--- src/rtl/dmem_request_arbiter.sv ---
// Arbiter between the LSU load path and the committed-store buffer head for the D-cache port.
// Define DMEM_ARB_PERF_EN to add grant/forced-store performance counters.
module dmem_request_arbiter #(
  parameter int unsigned STARVE_LIMIT = 8,
  parameter int unsigned CNT_W        = 4
) (
  input  logic        clk,
  input  logic        rst,
  input  logic        branch_mispredict,
  input  logic        ld_valid,
  input  logic [31:0] ld_addr,
  input  logic [3:0]  ld_rmask,
  output logic        ld_ready,
  output logic        ld_resp,
  output logic [31:0] ld_rdata,
  input  logic        sb_valid,
  input  logic [31:0] sb_addr,
  input  logic [3:0]  sb_wmask,
  input  logic [31:0] sb_wdata,
  input  logic        sb_full,
  input  logic        sb_ld_conflict,
  output logic        sb_pop,
  output logic [31:0] dmem_addr,
  output logic [3:0]  dmem_rmask,
  output logic [3:0]  dmem_wmask,
  output logic [31:0] dmem_wdata,
  input  logic [31:0] dmem_rdata,
  input  logic        dmem_resp
`ifdef DMEM_ARB_PERF_EN
  ,
  output logic [31:0] perf_ld_grants,
  output logic [31:0] perf_st_grants,
  output logic [31:0] perf_forced
`endif
);

  localparam logic [CNT_W-1:0] StarveMax = CNT_W'(STARVE_LIMIT);

  typedef enum logic [1:0] {StIdle, StLoadWait, StStoreWait} state_e;

  state_e            state_q, state_d;
  logic [CNT_W-1:0]  starve_cnt_q;
  logic              squash_q;
  logic              ld_resp_q;
  logic [31:0]       ld_rdata_q;
  logic [31:0]       addr_q;
  logic [3:0]        rmask_q;
  logic [3:0]        wmask_q;
  logic [31:0]       wdata_q;
  logic              store_force;
  logic              grant_ld;
  logic              grant_st;

  // Byte offsets are dropped: the cache is addressed by word, masks select the bytes.
  logic unused_addr_lsbs;
  assign unused_addr_lsbs = ^{ld_addr[1:0], sb_addr[1:0]};

  always_comb begin
    store_force = sb_valid & (sb_full | sb_ld_conflict | (starve_cnt_q == StarveMax) | ~ld_valid);
    grant_st    = (state_q == StIdle) & store_force;
    grant_ld    = (state_q == StIdle) & ~store_force & ld_valid & ~branch_mispredict;
  end

  always_ff @(posedge clk or posedge rst) begin
    if (rst) begin
      state_q <= StIdle;
    end else begin
      state_q <= state_d;
    end
  end

  always_comb begin
    state_d = state_q;
    unique case (state_q)
      StIdle: begin
        if (grant_st) begin
          state_d = StStoreWait;
        end else if (grant_ld) begin
          state_d = StLoadWait;
        end
      end
      StLoadWait, StStoreWait: begin
        if (dmem_resp) begin
          state_d = StIdle;
        end
      end
      default: state_d = StIdle;
    endcase
  end

  // ld_ready is gated by rst so that every output reads 0 while reset is held.
  always_comb begin
    ld_ready   = grant_ld & ~rst;
    sb_pop     = (state_q == StStoreWait) & dmem_resp;
    dmem_rmask = (state_q == StLoadWait) ? rmask_q : 4'h0;
    dmem_wmask = (state_q == StStoreWait) ? wmask_q : 4'h0;
    dmem_addr  = addr_q;
    dmem_wdata = wdata_q;
    ld_resp    = ld_resp_q;
    ld_rdata   = ld_rdata_q;
  end

  always_ff @(posedge clk or posedge rst) begin
    if (rst) begin
      starve_cnt_q <= '0;
      squash_q     <= 1'b0;
      ld_resp_q    <= 1'b0;
      ld_rdata_q   <= 32'h0;
      addr_q       <= 32'h0;
      rmask_q      <= 4'h0;
      wmask_q      <= 4'h0;
      wdata_q      <= 32'h0;
    end else begin
      ld_resp_q <= 1'b0;
      if (grant_ld) begin
        addr_q  <= {ld_addr[31:2], 2'b00};
        rmask_q <= ld_rmask;
        if (!sb_valid) begin
          starve_cnt_q <= '0;
        end else if (starve_cnt_q != StarveMax) begin
          starve_cnt_q <= starve_cnt_q + CNT_W'(1);
        end
      end else if (grant_st) begin
        addr_q       <= {sb_addr[31:2], 2'b00};
        wmask_q      <= sb_wmask;
        wdata_q      <= sb_wdata;
        starve_cnt_q <= '0;
      end
      // A mispredict coinciding with the response also suppresses it.
      if (state_q == StLoadWait) begin
        if (dmem_resp) begin
          ld_resp_q  <= ~(squash_q | branch_mispredict);
          ld_rdata_q <= dmem_rdata;
          squash_q   <= 1'b0;
        end else if (branch_mispredict) begin
          squash_q <= 1'b1;
        end
      end
    end
  end

`ifdef DMEM_ARB_PERF_EN
  always_ff @(posedge clk or posedge rst) begin
    if (rst) begin
      perf_ld_grants <= 32'h0;
      perf_st_grants <= 32'h0;
      perf_forced    <= 32'h0;
    end else begin
      if (grant_ld) begin
        perf_ld_grants <= perf_ld_grants + 32'd1;
      end
      if (grant_st) begin
        perf_st_grants <= perf_st_grants + 32'd1;
      end
      // With ld_valid high a store grant can only come from full, conflict or starvation.
      if (grant_st && ld_valid) begin
        perf_forced <= perf_forced + 32'd1;
      end
    end
  end
`endif

endmodule

--- config.mk ---
export PLATFORM = sky130hd
export DESIGN_NAME = dmem_request_arbiter
export DESIGN_NICKNAME = d
export VERILOG_FILES = /design/src/rtl/dmem_request_arbiter.sv
export SDC_FILE = /design/constraint.sdc
export NUM_CORES = 1
export LEC_CHECK = 0
export CELL_PAD_IN_SITES_DETAIL_PLACEMENT = 1
export CELL_PAD_IN_SITES_GLOBAL_PLACEMENT = 2
export CORE_ASPECT_RATIO = 1.5
export CORE_MARGIN = 2
export CORE_UTILIZATION = 21
export DETAILED_ROUTE_END_ITERATION = 16
export PLACE_DENSITY = 0.86
export SETUP_SLACK_MARGIN = 0.4
export SYNTH_ARGS = -nofsm -noshare
export SYNTH_HDL_FRONTEND = slang
export SYNTH_SLANG_ARGS = --single-unit
--- constraint.sdc ---
create_clock -name clk -period 3.86 [get_ports clk]
set_input_delay 0.772 -clock clk [delete_from_list [all_inputs] [get_ports clk]]
set_output_delay 0.772 -clock clk [all_outputs]
set_load 0.05 [all_outputs]
==> flow_summary.ini <==
[route]
drt_pass1_iterations = 4
drtAntennaViolNets = 0
drt_iter0_drc = 94
viasPerCell = 4.39
vias = 3694
wl_per_cell_um = 18.3
wl_um = 15400
drc = 0

[clock_network]
cts_tree = built
htreeDepth = 3
cts_buffers = 9
clkSinkCount = 110
clock_latency_ns = 0.36
cts.clk_slew.worst_paths_ns = 0.07
cts-root-buf = clkbuf_16
cts_max_path_buffers = 2
post-cts-setup-buffers = 0
postCtsHoldBufs = 0
post_cts_resized = 0

[worst_setup_path]
cp.arrival_ns = 2.30
setup.worst_path.end_class = output pin
criticalPathCategory = primary input to output pin
crit_required_ns = 3.09
path_max_fanout = 4
crit_path_start_kind = primary input

[placement]
gp_congestion = 0.734
placed_area_um2 = 7320
dp_hpwl_um = 11600
io_buffer_count = 244

[die]
core_um2 = 21600
die_area_um2 = 23000
initial_core_util_pct = 21.3
io_pins = 251
die_h_um = 185
fp.dieW_um = 125
placementRows = 66

[logic_synthesis]
ys_async_sr_fraction_pct = 100
synth.top_cells.by_area = dfrtp_1, mux2_2, a221o_1
synth_ff_type = dfrtp_1
ys_types = 38
ys_seq_area_share_pct = 60.1
netlist_area_um2 = 4580
synthTopCellsByCount = dfrtp_1, mux2_2, and3_1, a221o_1, and2_1
synth_warnings = 0
synth.most_common_cell = dfrtp_1
synth_top_area_share_pct = 60.1
syn_avg_cell_area_um2 = 14.1
synth_edf_count = 0
synth_seq_cells = 110
synth_top_area_cell = dfrtp_1
synthCells = 324

[cells_and_area]
area_growth_pct = 66.7
design_area_um2 = 7640
fin_nets = 714
diodes = 0
drive_gt1_share_pct = 17.9

[power_and_ir_drop]
power_mw = 7.20
p_leak_nw = 3.21
powerDensity_nw_per_um2 = 943
vdd_drop_max_mv = 0.401

[global_routing]
met3_usage_pct = 4.85
antenna_found_initial = 1
grt_busiest_layer = met2
grt_pass1_wl_um = 23600
grt_start_max_net_pins = 62
overflow = 0
grt_usage_pct = 13.2
met1_usage_pct = 13.7
met2_usage_pct = 24.4
grt_pass1_vias = 4158

[sta]
slew_violations = 0
layout_min_cycle_time_ns = 3.07
setup_viol = 0
slew_headroom_pct = 46.8
hold-worst-slack_ns = 0.435
hold_violations = 0
fin_skew_ns = 0.00918
clock.fmax_mhz = 326
timing.final.crit_share_pct = 79.6
setup_tns_ns = 0
rsz0062_at_grt = no
tightest_slew_ns = 0.798

[flow_run]
maxCapViolations = 0

[worst_hold_path]
worst_hold_path_type = flop to flop

[status]
status = complete, no violations
==> critical path: stages <==
cell	delay, ns
clkdlybuf4s50_1	0.57
and2_1	0.16
clkdlybuf4s50_1	0.80
==> worst paths after layout <==
path                                                   from  cells past startpoint  slack [ns]                         end
worst min register to register         squash_q$_DFFE_PP0P_                      1        0.44           ld_resp$_DFF_PP0_
worst max-delay path                              dmem_resp                      3        0.79                      sb_pop
worst max register to register  starve_cnt_q[0]$_DFFE_PP0P_                      7        1.49      rmask_q[3]$_DFFE_PP0N_
min in group asynchronous                               rst                      3        0.96   dmem_addr[24]$_DFFE_PP0P_
max in group asynchronous                               rst                      4        1.65  dmem_wdata[21]$_DFFE_PP0P_
worst min-delay path                   squash_q$_DFFE_PP0P_                      1        0.44           ld_resp$_DFF_PP0_
==> logic make-up after synthesis <==
logic type               count (synthesis)  synth area share (%)
AND/OR/NAND/NOR                         59                  7.95
adder cells (fa/ha/maj)                  5                  1.37
flip-flops                             110                  60.1
AO/OA/AOI/OAI                           48                  9.37
multiplexers                            72                  17.7
buffers and inverters                   29                  3.47
other                                    1                0.0818
==> metal layers <==
metal  vias up  routed length, µm
li1       1667                  -
met1      1854               5430
met2       156               8430
met3        17               1220
met4         0                311
met5         -                  0
==> per-stage QoR <==
stage	setup WS [ns]	std cells	utilization, %
floorplan	0.143	325	-
global placement	0.783	826	34.0
detailed placement	0.796	826	34.0
CTS	0.784	842	35.4
global route	0.735	842	35.4
finish	0.788	842	35.4
==> registers in the layout (all words and copies together) (netlist names) <==
| register | count |
|---|---|
| dmem_wdata | 32 |
| ld_rdata | 32 |
| dmem_addr | 30 |
| rmask_q | 4 |
| starve_cnt_q | 4 |
| wmask_q | 4 |
| state_q | 2 |
| ld_resp | 1 |
| squash_q | 1 |
==> report_power, final <==
group	switching (mW)	total [mW]	internal [mW]
clock	0.436	0.996	0.560
combinational	2.63	4.21	1.58
sequential	0.290	1.99	1.70
==> layout by cell type (no fill, tap or decap), types with 3 or more instances in the layout <==
cell type,instances
clkdlybuf4s50_1,243
dfrtp_1,110
mux2_2,72
and3_1,31
a221o_1,30
and2_1,10
clkbuf_16,9
buf_4,7
inv_1,6
nand2_1,5
ha_1,5
o21ai_0,4
a21oi_1,3
clkbuf_8,3
==> cell type report <==
class | count | area, µm²
tap | 272 | 340
fill | 2266 | 13900
sequential | 110 | 2750
inverter | 7 | 30.0
multi-input combinational | 186 | 1690
clock buffer | 12 | 267
timing repair buffer | 251 | 2500
clock inverter | 4 | 52.6
(Power assumes the default switching activity.)
